## src/rtl/seg_scan_pager.sv

```systemverilog
// Multi-page, N-digit segment buffer scanned onto shared active-low seg/an lines.
// Define BLINK_EN to add per-digit blanking driven by BlinkMask/BlinkStb.
module seg_scan_pager #(
   parameter int NUM_DIGITS = 4,
   parameter int NUM_PAGES  = 4,
   parameter int SCAN_DIV   = 1000,
   localparam int PW = (NUM_PAGES > 1) ? $clog2(NUM_PAGES) : 1,
   localparam int DW = (NUM_DIGITS > 1) ? $clog2(NUM_DIGITS) : 1
) (
   input  logic                  Clk,
   input  logic                  Rst,
   input  logic [1:0]            Mode,
   input  logic                  Clear,
   input  logic                  WrEn,
   input  logic [PW-1:0]         WrPage,
   input  logic [DW-1:0]         WrDigit,
   input  logic [7:0]            WrData,
   input  logic                  ShiftStb,
   input  logic [7:0]            ShiftData,
   input  logic                  PageStb,
   input  logic                  HoldLast,
`ifdef BLINK_EN
   input  logic [NUM_DIGITS-1:0] BlinkMask,
   input  logic                  BlinkStb,
`endif
   output logic [7:0]            seg,
   output logic [NUM_DIGITS-1:0] an,
   output logic [PW-1:0]         PageIdx,
   output logic                  SeqDone
);

   localparam int CW = $clog2(SCAN_DIV);
   localparam logic [1:0] MODE_SHIFT = 2'd1;
   localparam logic [1:0] MODE_SEQ   = 2'd2;
   localparam logic [1:0] MODE_BLANK = 2'd3;

   logic [7:0]            buffer  [NUM_PAGES][NUM_DIGITS];
   logic [7:0]            bufNext [NUM_PAGES][NUM_DIGITS];
   logic [CW-1:0]         scanCnt;
   logic [DW-1:0]         digIdx, digNext;
   logic                  scanOn, onNext, termCnt, wasSeq, wrOk;
   logic [PW-1:0]         pageNext, pageSel;
   logic                  seqDoneNext, blankNext;
   logic [7:0]            segNext;
   logic [NUM_DIGITS-1:0] anNext;

   assign wrOk = (32'(WrPage) < NUM_PAGES) && (32'(WrDigit) < NUM_DIGITS);

   // Clear beats a write, and any write (even an ignored one) drops a shift.
   always_comb begin
      bufNext = buffer;
      if (Clear) begin
         for (int p = 0; p < NUM_PAGES; p++)
            for (int d = 0; d < NUM_DIGITS; d++)
               bufNext[p][d] = 8'hFF;
      end else if (WrEn) begin
         if (wrOk) bufNext[WrPage][WrDigit] = WrData;
      end else if (ShiftStb && (Mode == MODE_SHIFT)) begin
         for (int d = NUM_DIGITS - 1; d > 0; d--)
            bufNext[0][d] = buffer[0][d-1];
         bufNext[0][0] = ShiftData;
      end
   end

   always_comb begin
      pageNext    = PageIdx;
      seqDoneNext = 1'b0;
      if (Mode == MODE_SEQ) begin
         if (!wasSeq) begin
            pageNext = '0;
         end else if (PageStb) begin
            if (PageIdx == PW'(NUM_PAGES - 1)) begin
               if (!HoldLast) pageNext = '0;
            end else begin
               pageNext = PageIdx + 1'b1;
            end
         end
         seqDoneNext = wasSeq && HoldLast && (PageIdx == PW'(NUM_PAGES - 1));
      end
   end

   // Outputs are built from next-cycle state so seg and an always move together.
   always_comb begin
      termCnt = (scanCnt == CW'(SCAN_DIV - 1));
      onNext  = scanOn || termCnt;
      digNext = digIdx;
      if (termCnt && scanOn)
         digNext = (digIdx == DW'(NUM_DIGITS - 1)) ? '0 : digIdx + 1'b1;
      pageSel = (Mode == MODE_SEQ) ? pageNext : '0;
      for (int i = 0; i < NUM_DIGITS; i++)
         anNext[NUM_DIGITS-1-i] = !(onNext && (32'(digNext) == i));
      segNext = (!onNext || (Mode == MODE_BLANK) || blankNext) ? 8'hFF
                                                               : bufNext[pageSel][digNext];
   end

`ifdef BLINK_EN
   logic blinkPhase, phaseNext;
   assign phaseNext = blinkPhase ^ BlinkStb;
   assign blankNext = phaseNext && BlinkMask[digNext];
   always_ff @(posedge Clk) begin
      if (Rst) blinkPhase <= 1'b0;
      else     blinkPhase <= phaseNext;
   end
`else
   assign blankNext = 1'b0;
`endif

   always_ff @(posedge Clk) begin
      if (Rst) begin
         for (int p = 0; p < NUM_PAGES; p++)
            for (int d = 0; d < NUM_DIGITS; d++)
               buffer[p][d] <= 8'hFF;
         scanCnt <= '0;
         digIdx  <= '0;
         scanOn  <= 1'b0;
         seg     <= 8'hFF;
         an      <= '1;
         PageIdx <= '0;
         SeqDone <= 1'b0;
         wasSeq  <= 1'b0;
      end else begin
         buffer  <= bufNext;
         scanCnt <= termCnt ? '0 : scanCnt + 1'b1;
         digIdx  <= digNext;
         scanOn  <= onNext;
         seg     <= segNext;
         an      <= anNext;
         PageIdx <= pageNext;
         SeqDone <= seqDoneNext;
         wasSeq  <= (Mode == MODE_SEQ);
      end
   end

endmodule

```

## config.mk

```make
export PLATFORM = sky130hd
export DESIGN_NAME = seg_scan_pager
export DESIGN_NICKNAME = d
export VERILOG_FILES = /design/src/rtl/seg_scan_pager.sv
export SDC_FILE = /design/constraint.sdc
export NUM_CORES = 1
export LEC_CHECK = 0
export ABC_AREA = 1
export CORE_MARGIN = 5
export CORE_UTILIZATION = 55
export DETAILED_ROUTE_END_ITERATION = 12
export PLACE_DENSITY = 0.74
export SLEW_MARGIN = 20
export SYNTH_ARGS = -nofsm -noshare
export SYNTH_HDL_FRONTEND = slang
export SYNTH_SLANG_ARGS = --single-unit
```

## constraint.sdc

```tcl
create_clock -name Clk -period 2.05 [get_ports Clk]
set_input_delay 0.41 -clock Clk [delete_from_list [all_inputs] [get_ports Clk]]
set_output_delay 0.41 -clock Clk [all_outputs]
set_load 0.05 [all_outputs]
```

After elaboration in Yosys (flattened, before gate mapping)
Index checks and enable logic that the tools add are counted.

word-level totals
  bits in registers = 157
  bits of input ports = 29
  output and inout bits = 15
  word-level logic and storage cells = 91

cells by class
  add/subtract/negate cells = 3
  $lt $le $gt $ge = 6
  equality and inequality tests = 9
  muxes and demuxes = 23
  bitwise operators = 5
  reductions and logical operators = 21

operators with widths
  cell                                                         count
  2-to-1 mux 32 bit                                            5
  bitwise mux 128 bit                                          1
  2-to-1 mux 128 bit                                           1
  2-to-1 mux 96 bit                                            1
  binary-select mux 32 bit (select 2 bit)                      1
  demux 32 bit (select 2 bit)                                  1
  2-to-1 mux 8 bit                                             3
  binary-select mux 8 bit (select 2 bit)                       1
  demux 8 bit (select 2 bit)                                   1
  2-to-1 mux 2 bit                                             8
  == test 2 bit (second input constant)                        6
  greater-or-equal comparator 3 bit (second input constant)    4
  inverter 2 -> 3 bit                                          4
  adder 10 x 1 -> 10 bit (second input constant)               1
  == test 10 bit (second input constant)                       1
  logical AND 1 bit                                            10
  less-than comparator 3 x 1 -> 1 bit (second input constant)  2
  OR reduction 2 bit                                           3
  zero test 1 bit                                              5
  adder 2 x 1 -> 2 bit (second input constant)                 2
  == test 2 x 1 -> 1 bit (second input constant)               2
  zero test 2 bit                                              1
  logical OR 1 bit                                             2
  inverter 1 bit                                               1

Longest topological paths before layout
Gate-level depths: netlist (run 1).

  word-level depth = 16
  mapped depth = 15
  depth with buffers taken out = 14

Worst setup path after synthesis (run 1)
Ideal clock, no wire load.

  path type = reg2reg
  start = reg PageIdx[0]
  end = reg seg[5]
  arrival time = 2.072 ns
  setup slack = -0.137 ns
  cell stages (with the launch flop) = 12
  path buffers = 1
  period minus slack after synthesis = 2.187 ns
  cells stage by stage = dfxtp_1 ha_1 a21oi_1 o22ai_1 inv_1 nor2_1 clkbuf_1 nand3_1 nand3_1 nand2_1 nor2_1 nand2_1

on the way
  word-level cells in the longest chain between the ends = 13

ends and longest elaborated chain
  what                                                     line  RTL
  start, declared                                          28    output logic [PW-1:0] PageIdx,
  start signal, assigned                                   128   PageIdx <= pageNext;
  adder 2 x 1 -> 2 bit (tied with other cells)             75    pageNext = PageIdx + 1'b1;
  2-to-1 mux 2 bit                                         72    if (PageIdx == PW'(NUM_PAGES - 1)) begin
  2-to-1 mux 2 bit                                         71    end else if (PageStb) begin
  2-to-1 mux 2 bit                                         69    if (!wasSeq) begin
  2-to-1 mux 2 bit *                                       68    if (Mode == MODE_SEQ) begin
  2-to-1 mux 2 bit *                                       89    pageSel = (Mode == MODE_SEQ) ? pageNext : '0;
  inverter 2 -> 3 bit (implied by the code) *              93    : bufNext[pageSel][digNext];
  binary-select mux 32 bit (select 2 bit) *                93
  2-to-1 mux 32 bit (implied by the code) * (2 in series)  93
  binary-select mux 8 bit (select 2 bit) *                 93
  2-to-1 mux 8 bit (implied by the code) * (2 in series)   93
  end signal, assigned                                     126   seg <= segNext;
  end, declared                                            26    output logic [7:0] seg,

Every way passes the cells marked *; elsewhere a longest branch is shown, timed or not. The select of a mux whose other input is x is not followed.
A chain may end at the register's enable or synchronous reset.

Worst setup path after layout (run 1)
  start = in PageStb
  end = reg seg[6]

on the way
  word-level cells in the longest chain between the ends = 11

ends and longest elaborated chain
  what                                                   line  RTL
  start, declared                                        20    input logic PageStb,
  2-to-1 mux 2 bit                                       71
  2-to-1 mux 2 bit                                       69
  2-to-1 mux 2 bit                                       68
  2-to-1 mux 2 bit                                       89
  inverter 2 -> 3 bit (implied by the code)              93
  binary-select mux 32 bit (select 2 bit)                93
  2-to-1 mux 32 bit (implied by the code) (2 in series)  93
  binary-select mux 8 bit (select 2 bit)                 93
  2-to-1 mux 8 bit (implied by the code) (2 in series)   93

No other way between the ends. The select of a mux whose other input is x is not followed.

==> results of run 1 <==
## state kept, by name (all words and copies together), names as in the netlist
register  cells
seg           8
an            4
scanCnt      10
scanOn        1
SeqDone       1
wasSeq        1
digIdx        2
buffer      128
PageIdx       2
## metrics by stage
stage / cell area, um^2 / worst slack, ps
final: 11970 / -59.47
after global routing: 11970 / -67.08
after CTS: 11660 / -6.894
after detailed placement: 11050 / -506.3
after global placement: 11050 / -446.2
after floorplan: 8692 / 59.74
## cell type report
cell class,instances,area share [%]
Multi-Input combinational cell,1099,40.09
Sequential cell,157,26.29
Timing Repair Buffer,283,22.36
Inverter,123,3.951
Clock buffer,19,3.700
Tap cell,216,2.258
Clock inverter,13,1.359
## synthesized netlist by cell type
| master | instances | area, um^2 |
|---|---|---|
| a21oi_1 | 14 | 70.07 |
| nor3_1 | 5 | 25.02 |
| a211oi_1 | 1 | 7.510 |
| dfxtp_1 | 157 | 3143 |
| and3_1 | 2 | 12.51 |
| a31oi_1 | 1 | 6.260 |
| nor2_2 | 10 | 62.56 |
| buf_4 | 4 | 30.03 |
| buf_6 | 3 | 33.78 |
| nor3b_1 | 3 | 22.52 |
| o21a_1 | 1 | 7.510 |
| xor2_1 | 1 | 8.760 |
| buf_1 | 10 | 37.54 |
| clkinv_1 | 3 | 11.26 |
| nand3_1 | 276 | 1381 |
| inv_2 | 3 | 11.26 |
| inv_1 | 117 | 439.2 |
| nor2_1 | 179 | 671.9 |
| clkbuf_1 | 48 | 180.2 |
| or2_2 | 1 | 6.260 |
| nand3_2 | 2 | 20.02 |
| ha_1 | 3 | 37.54 |
| o22ai_1 | 1 | 6.260 |
| o21ai_0 | 1 | 5.000 |
| nand2_1 | 563 | 2113 |
| nor2_4 | 1 | 11.26 |
| buf_2 | 23 | 115.1 |
| nand4_1 | 34 | 212.7 |
## power by group through the flow
stage	Sequential [W]	Clock, W	Combinational [W]
4_1_cts	0.00311	0.00332	0.000902
3_5_place_dp	0.00318	0	0.000894
5_1_grt	0.00311	0.00343	0.00101
6_report	0.00311	0.00330	0.000947
3_3_place_gp	0.00317	0	0.000881
2_1_floorplan	0.00318	0	0.000431
## timing repair
item	4_1_cts	5_1_grt
pin swaps	0	1
gates resized for setup	7	34
endpoints found under the setup margin	9	10
cloned	0	4
setup buffers	0	6
## kinds of logic after synthesis
family,Yosys count,share of synthesized area (%)
AND/OR/NAND/NOR,1076,52.24
buffers and inverters,211,9.878
flip-flops,157,36.17
AO/OA/AOI/OAI,19,1.181
adder cells (fa/ha/maj),3,0.4320
XOR/XNOR,1,0.1008
## worst paths after layout
kind / from / endpoint / slack [ps] / cells after the start
worst min register to register: scanCnt[0]$_SDFF_PP0_ / scanCnt[0]$_SDFF_PP0_ / 430 / 1
worst min-delay path: scanCnt[0]$_SDFF_PP0_ / scanCnt[0]$_SDFF_PP0_ / 430 / 1
worst max register to register: PageIdx[1]$_SDFF_PP0_ / seg[6]$_SDFF_PP1_ / -10 / 14
worst max-delay path: PageStb / seg[6]$_SDFF_PP1_ / -60 / 15
## metal layers
metal	part of all wire (%)	GRT usage [%]	up-vias
met2	44	50.86	621
li1	-	-	5051
met1	40	44.49	4708
met3	12	6.724	114
met5	0	0	-
met4	4.0	11.37	0
==> impl_metrics.csv, run 1 <==
group,metric,value,unit
status,status,"complete, but fails checks",
clock_tree,clk_latency,430,ps
global_routing,grt_pass1_vias,9195,
pwr,p_leak,6.307,nW
critical_path,crit_buf_inv,5,
synthesis,synth-seq-cells,157,
timing,setup_tns,-77.04,ps
placed_design,hpwl,21.33,mm
critical_path,required,2420,ps
placed_design,place_inst,1868,
critical_path,cpMaxStageDelayCell,"clkdlybuf4s50_1",
synthesis,synth_cell_types,28,
floorplanning,die-width,135.7,um
global_routing,grt_usage,32.45,%
clock_tree,ctsHtreeMaxLevel,4,
synthesis,syn_inst,1467,
pwr,pwr-share-seq,42.3,%
synthesis,ys_seq_area_share,36.17,%
timing,hold_slack,427.2,ps
timing,finalHoldViolations,0,
timing,fin_skew,6.503,ps
pwr,p_comb_share,12.9,%
cells_and_area,drive_above_1_share,18.83,%
cells_and_area,n_fill_cell,1246,
pwr,vdd_drop_max,0.6032,mV
placed_design,port_buffers,43,
floorplanning,start_util,55.30,%
drt,wl,31.17,mm
critical_path,crit_top_cell,"nand2_1",
clock_tree,clock-sinks,157,
pwr,power_density,614.8,nW/um^2
synthesis,syn-num-nets,1499,
pwr,p_total,0.007359,W
clock_tree,cts_root_buf,"clkbuf_16",
drt,wire_per_inst,16.32,um
synthesis,syn_area_per_cell,5.923,um^2
global_routing,grt_max_degree,49,
drt,drc,0,
critical_path,crit_path_start_kind,"input port",
clock_tree,cts.clk_slew.worst_paths,60,ps
critical_path,crit_chain,"clkdlybuf4s50_1 > inv_1 > nor2_1 > nand2_1 > nand2_2 > nand3_4 > buf_12 > buf_4 > nand3_1 > nand3_1 > nand2_1 > nand2_1 > nand2_1 > inv_1 > nand2_1",
clock_tree,cts_tree,"yes",
drt,vias_per_cell,5.494,
timing,min_period_over_period,102.9,%
cells_and_area,multi_input_area,4798,um^2
drt,ant_nets,0,
floorplanning,rows,46,
critical_path,critPathTopFamily,"simple AND/OR/NAND/NOR gates",
floorplanning,core-area,15710,um^2
global_routing,grt_pass1_wl,47.07,mm
cells_and_area,syn2layout_area_growth,37.75,%
critical_path,arrival,2480,ps
drt,drt_iter0_markers,1350,
drt,vias,10490,
min_path,hold_class,"reg -> reg",
cells_and_area,antenna_cells,0,
floorplanning,die-area,18410,um^2
cells_and_area,final_util,76.18,%
cells_and_area,most-common-layout-cells,"nand2_1 (559), nand3_1 (273), buf_4 (208)",
pwr,pwr-share-clk,44.9,%
status,violations,"negative setup slack",
synthesis,synthesis.area,8690,um^2
synthesis,yosysWarnings,0,
timing,relSlewSlack,63.14,%
floorplanning,io_pins,44,
cells_and_area,stdcell_count,1910,
critical_path,crit_fanout,8,
pwr,internal_power,0.005418,W
clock_tree,cts_buffers,17,
timing,fmax,0.4741,GHz
clock_tree,cts.path.max_buffers,2,
placed_design,gp_congestion,0.9443,
global_routing,overflow,0,
global_routing,grt_antenna_before_repair,0,
timing,slew_violations,0,
timing,finalWorstSetupSlack,-59.47,ps
pwr,netSwitchingFraction,26.38,%
floorplanning,die-height,135.7,um
timing,worst_slew_pin_slew,551.1,ps
critical_path,crit_type,"in -> reg",
clock_tree,hold_buffers,0,
critical_path,crit_path_end_kind,"flop",
job,cap_viol_max_count,0,
timing,finalCriticalPeriod,2109,ps
timing,final-setup-viol-count,2,
drt,first_pass_iters,8,
critical_path,critPathMaxStageDelay,510,ps
pwr,switchingPower,0.001941,W
cells_and_area,regArea,3147,um^2
cells_and_area,final_nets,1713,
cells_and_area,final_common_cell,"nand2_1",
(Power assumes the default switching activity.)
==> run 2: changes to the inputs <==
==> constraint.sdc (replaced) <==
create_clock -name Clk -period 2.05 [get_ports Clk]
set_input_delay 0.3075 -clock Clk [delete_from_list [all_inputs] [get_ports Clk]]
set_output_delay 0.3075 -clock Clk [all_outputs]
set_load 0.01 [all_outputs]
==> impl_metrics.csv, run 2 (synthesized netlist as in run 1, its figures left out) <==
group,metric,value,unit
global_routing,overflow,0,
floorplanning,start_util,55.30,%
global_routing,grt_antenna_before_repair,0,
clock_tree,cts.clk_slew.worst_paths,70,ps
timing,worst_slew_pin_slew,646.2,ps
critical_path,crit_type,"reg -> reg",
clock_tree,cts.path.max_buffers,2,
critical_path,crit_path_start_kind,"flop",
cells_and_area,drive_above_1_share,18.31,%
cells_and_area,final_nets,1696,
global_routing,grt_pass1_wl,48.13,mm
pwr,netSwitchingFraction,26.83,%
min_path,hold_class,"reg -> reg",
timing,rsz0062_at_grt,"yes",
placed_design,place_inst,1854,
timing,final-setup-viol-count,0,
cells_and_area,syn2layout_area_growth,35.29,%
clock_tree,ctsHtreeMaxLevel,4,
timing,slew_violations,0,
floorplanning,core-area,15710,um^2
pwr,p_comb_share,12.5,%
placed_design,port_buffers,43,
floorplanning,die-width,135.7,um
drt,drc,0,
drt,wl,30.19,mm
floorplanning,rows,46,
pwr,switchingPower,0.001976,W
clock_tree,clk_latency,430,ps
clock_tree,clock-sinks,157,
clock_tree,cts_buffers,17,
pwr,p_total,0.007367,W
clock_tree,cts_tree,"yes",
critical_path,required,2370,ps
placed_design,dpl_worst_slack,-406.7,ps
pwr,p_leak,6.179,nW
critical_path,arrival,2290,ps
floorplanning,io_pins,44,
timing,finalHoldViolations,0,
timing,finalWorstSetupSlack,81.56,ps
global_routing,grt_usage,33.19,%
pwr,pwr-share-clk,45.3,%
status,status,"finished clean",
critical_path,crit_fanout,17,
pwr,pwr-share-seq,42.2,%
placed_design,hpwl,20.77,mm
drt,vias_per_cell,5.454,
drt,wire_per_inst,15.95,um
global_routing,grt_max_degree,129,
job,cap_viol_max_count,0,
clock_tree,cts_root_buf,"clkbuf_16",
pwr,internal_power,0.005391,W
critical_path,crit_path_end_kind,"flop",
placed_design,gp_congestion,0.9962,
cells_and_area,final_util,74.82,%
cells_and_area,fin_area,11760,um^2
pwr,power_density,626.7,nW/um^2
pwr,vdd_drop_max,0.6750,mV
global_routing,grt_pass1_vias,9269,
placed_design,place_area,10920,um^2
timing,fmax,0.5080,GHz
timing,min_period_over_period,96.02,%
cells_and_area,most-common-layout-cells,"nand2_1 (555), nand3_1 (274), buf_4 (197)",
drt,ant_nets,0,
cells_and_area,final_common_cell,"nand2_1",
drt,drt_iter0_markers,1388,
floorplanning,die-area,18410,um^2
drt,first_pass_iters,8,
cells_and_area,largest-register,"buffer",
cells_and_area,stdcell_count,1893,
clock_tree,hold_buffers,0,
timing,fin_skew,11.36,ps
cells_and_area,largest_reg_flops,128,
timing,finalCriticalPeriod,1968,ps
floorplanning,die-height,135.7,um
drt,vias,10330,
cells_and_area,reg.largest.list,"buffer (128), scanCnt (10), seg (8)",
cells_and_area,antenna_cells,0,
timing,relSlewSlack,56.92,%
-- run 2: cell types whose count changed in the layout (fill, tap and decap cells not counted), moves of 3 or more --
| cell | delta |
|---|---|
| buf_12 | -5 |
| buf_4 | -11 |
| clkbuf_16 | -3 |
| clkdlybuf4s50_1 | +6 |
| clkinvlp_4 | +4 |
| dlygate4sd2_1 | -3 |
| nand2_1 | -4 |
| nand2_2 | +3 |
| nor2_4 | +3 |
-- run 2: critical path: stages, from the launching register on --
cell       delay, ps
dfxtp_2          340
ha_4             170
nor2_2           100
nand2_1           70
nand2_2           90
nand3_4          140
buf_12           170
clkbuf_16        170
nand2_1           80
nand3_1          140
nand3_1          120
nand2_1           50
nor2_1           120
nand2_1           80
-- run 2: power by group through the flow --
stage                     Sequential [W]  Combinational [W]  Clock (W)
after CTS                        0.00311           0.000881    0.00334
after global routing             0.00311           0.000993    0.00352
after floorplan                  0.00317           0.000431          0
final                            0.00311           0.000924    0.00333
after global placement           0.00317           0.000862          0
after detailed placement         0.00318           0.000872          0
-- run 2: path summary, 6_finish.rpt --
| kind | cells after the start | start | to | slack, ps |
|---|---|---|---|---|
| max reg2reg | 13 | PageIdx[0]$_SDFF_PP0_ | seg[6]$_SDFF_PP1_ | 80 |
| min reg2reg | 2 | buffer[54]$_SDFF_PP1_ | buffer[54]$_SDFF_PP1_ | 460 |
| min | 2 | buffer[54]$_SDFF_PP1_ | buffer[54]$_SDFF_PP1_ | 460 |
| max | 13 | PageIdx[0]$_SDFF_PP0_ | seg[6]$_SDFF_PP1_ | 80 |
-- run 2: routing by layer --
layer	share of wire (%)	vias up	GRT usage, %
li1	-	5027	-
met1	42	4657	46.57
met2	44	553	50.14
met3	11	88	6.947
met4	3.6	0	12.71
met5	0	-	0
-- run 2: final cells by class --
| class | instances | area, um^2 |
|---|---|---|
| multi-input cells | 1099 | 4806 |
| fillers | 1292 | 3956 |
| flip-flops and latches | 157 | 3148 |
| repair buffers | 266 | 2439 |
| inverters | 123 | 479.2 |
| clock buffers | 17 | 425.4 |
| well taps | 216 | 270.3 |
| clock inverters | 15 | 188.9 |
-- run 2: repair_timing --
| action | 4_1_cts | 5_1_grt |
|---|---|---|
| setup endpoints to repair | 2 | 8 |
| pin swaps | 0 | 4 |
| setup buffers | 0 | 6 |
| cloned | 0 | 1 |
| resized for setup | 2 | 45 |
-- run 2: metrics by stage --
step / hold WS [ps] / setup TNS, ps
5_1_grt: 488.0 / -53.33
4_1_cts: 457.0 / 0
2_1_floorplan: 379.9 / 0
3_5_place_dp: 440.5 / -3386
3_3_place_gp: 435.1 / -2575
6_report: 456.2 / 0
==> run 3: changes to the inputs <==
Settings changed: CORE_MARGIN 5 to 2, CORE_UTILIZATION 55 to 30, PLACE_DENSITY 0.74 to unset.
==> impl_metrics.csv, run 3 (synthesized netlist as in run 1, its figures left out) <==
group,metric,value,unit
status,status,"finished clean",
global_routing,overflow,0,
placed_design,dpl_worst_slack,-574.0,ps
cells_and_area,final_nets,1684,
critical_path,required,2390,ps
global_routing,grt_max_degree,129,
clock_tree,cts.clk_slew.worst_paths,70,ps
clock_tree,ctsHtreeMaxLevel,4,
timing,final-setup-viol-count,0,
job,cap_viol_max_count,0,
cells_and_area,final_util,41.65,%
min_path,hold_class,"reg -> reg",
drt,drc,0,
floorplanning,core-area,28630,um^2
clock_tree,clock-sinks,157,
drt,vias,9947,
global_routing,grt_pass1_vias,9055,
placed_design,gp_congestion,0.8718,
floorplanning,die-width,174.2,um
global_routing,grt_pass1_wl,48.29,mm
cells_and_area,n_fill_cell,2993,
critical_path,ff2ff_path_depth,15,
drt,ant_nets,0,
critical_path,arrival,2310,ps
timing,min_period_over_period,96.28,%
timing,finalWorstSetupSlack,76.31,ps
global_routing,grt_busiest_layer,"met2",
floorplanning,rows,62,
timing,relSlewSlack,57.78,%
critical_path,cpMaxStageDelayCell,"dfxtp_2",
timing,finalCriticalPeriod,1974,ps
timing,setup_tns,0,ps
global_routing,grt_usage,20.05,%
global_routing,grt_antenna_before_repair,0,
drt,drt_iter0_markers,965,
cells_and_area,reg.largest.list,"buffer (128), scanCnt (10), seg (8)",
placed_design,place_area,11050,um^2
pwr,power_density,616.3,nW/um^2
floorplanning,io_pins,44,
pwr,vdd_drop_max,0.5248,mV
clock_tree,cts.path.max_buffers,2,
cells_and_area,drive_above_1_share,17.72,%
min_path,worstHoldStart,"scanCnt[0]$_SDFF_PP0_",
floorplanning,die-height,174.2,um
clock_tree,cts_tree,"yes",
drt,vias_per_cell,4.855,
min_path,hold_path_end,"scanCnt[0]$_SDFF_PP0_",
critical_path,crit_chain,"ha_4 > nor2_1 > nand2_1 > nand2_2 > nand3_4 > inv_8 > buf_12 > buf_6 > nand2_1 > nand3_1 > nand2_1 > nand2_1 > nand2_1 > inv_1 > nand2_1",
critical_path,crit_type,"reg -> reg",
placed_design,hpwl,21.13,mm
global_routing,use_met1,27.28,%
cells_and_area,fin_area,11920,um^2
cells_and_area,largest-register,"buffer",
cells_and_area,syn2layout_area_growth,37.21,%
global_routing,grtUsageMet3,3.412,%
clock_tree,cts_root_buf,"clkbuf_16",
critical_path,critPathMaxStageDelay,330,ps
critical_path,reg2reg_setup_slack,80,ps
timing,hold_slack,446.7,ps
global_routing,use_met2,32.39,%
floorplanning,die-area,30340,um^2
critical_path,timing.rr.end,"seg[5]$_SDFF_PP1_",
timing,worst_slew_pin_slew,633.3,ps
cells_and_area,final_common_cell,"nand2_1",
critical_path,crit_top_cell,"nand2_1",
critical_path,crit_path_start_kind,"flop",
critical_path,crit_path_end_kind,"flop",
clock_tree,clk_latency,440,ps
cells_and_area,largest_reg_flops,128,
drt,wire_per_inst,14.98,um
clock_tree,cts_buffers,17,
critical_path,regToRegStartpoint,"PageIdx[1]$_SDFF_PP0_",
pwr,p_leak,6.117,nW
min_path,min_path_cells,1,
timing,rsz0062_at_grt,"yes",
cells_and_area,antenna_cells,0,
drt,wl,30.69,mm
timing,finalHoldViolations,0,
timing,fin_skew,15.44,ps
timing,slew_violations,0,
timing,fmax,0.5067,GHz
cells_and_area,most-common-layout-cells,"nand2_1 (554), nand3_1 (270), buf_4 (177)",
critical_path,crit_fanout,7,
floorplanning,start_util,30.36,%
placed_design,port_buffers,43,
drt,first_pass_iters,5,
-- run 3: layer usage --
metal | wire (um) | vias to the layer above
met4 | 720 | 0
met1 | 14090 | 4559
met5 | 0 | -
li1 | - | 4987
met3 | 1967 | 52
met2 | 13910 | 349
-- run 3: layout make-up --
class / instances / area [um^2] / area share [%]
Clock inverter: 13 / 161.4 / 1.354
Tap cell: 384 / 480.5 / 4.030
Timing Repair Buffer: 254 / 2401 / 20.14
Multi-Input combinational cell: 1099 / 4808 / 40.33
Sequential cell: 157 / 3146 / 26.38
Inverter: 123 / 473.0 / 3.967
Clock buffer: 19 / 452.9 / 3.799
-- run 3: worst max-delay path by stage --
stage                           from                 to  slack (ps)  cells after the start
6_report       PageIdx[1]$_SDFF_PP0_  seg[5]$_SDFF_PP1_          80                     15
5_1_grt        PageIdx[0]$_SDFF_PP0_  seg[5]$_SDFF_PP1_         -50                     15
4_1_cts        PageIdx[0]$_SDFF_PP0_  seg[4]$_SDFF_PP1_          10                     16
3_5_place_dp                 Mode[1]  seg[0]$_SDFF_PP1_        -570                     13
3_3_place_gp                 Mode[1]  seg[0]$_SDFF_PP1_        -550                     13
2_1_floorplan  PageIdx[0]$_SDFF_PP0_  seg[5]$_SDFF_PP1_         170                     12
-- run 3: worst max-delay path, delay by kind of cell, from the launching register on --
family	cells	cell delay (ps)
adder cells (fa/ha/maj)	1	170
buffers and inverters	4	480
flip-flops	1	330
AND/OR/NAND/NOR	10	880
-- run 3: per-stage QoR --
step                power [W]  cells
finish               0.007348   2049
global route         0.007630   2049
CTS                  0.007369   2044
detailed placement   0.004038   2012
global placement     0.004029   2012
floorplan            0.003603   1467
-- run 3: repair_timing --
| item | CTS | global route |
|---|---|---|
| setup buffers | 0 | 3 |
| pin swaps | 0 | 10 |
| gates cloned | 0 | 3 |
| hold buffers | 0 | 0 |
| resized for setup | 3 | 46 |
| endpoints found under the setup margin | 7 | 8 |
-- run 3: power breakdown --
part | internal [W] | switching [W]
clock network | 0.00199 | 0.00136
registers | 0.00309 | 0.0000198
logic | 0.000350 | 0.000540
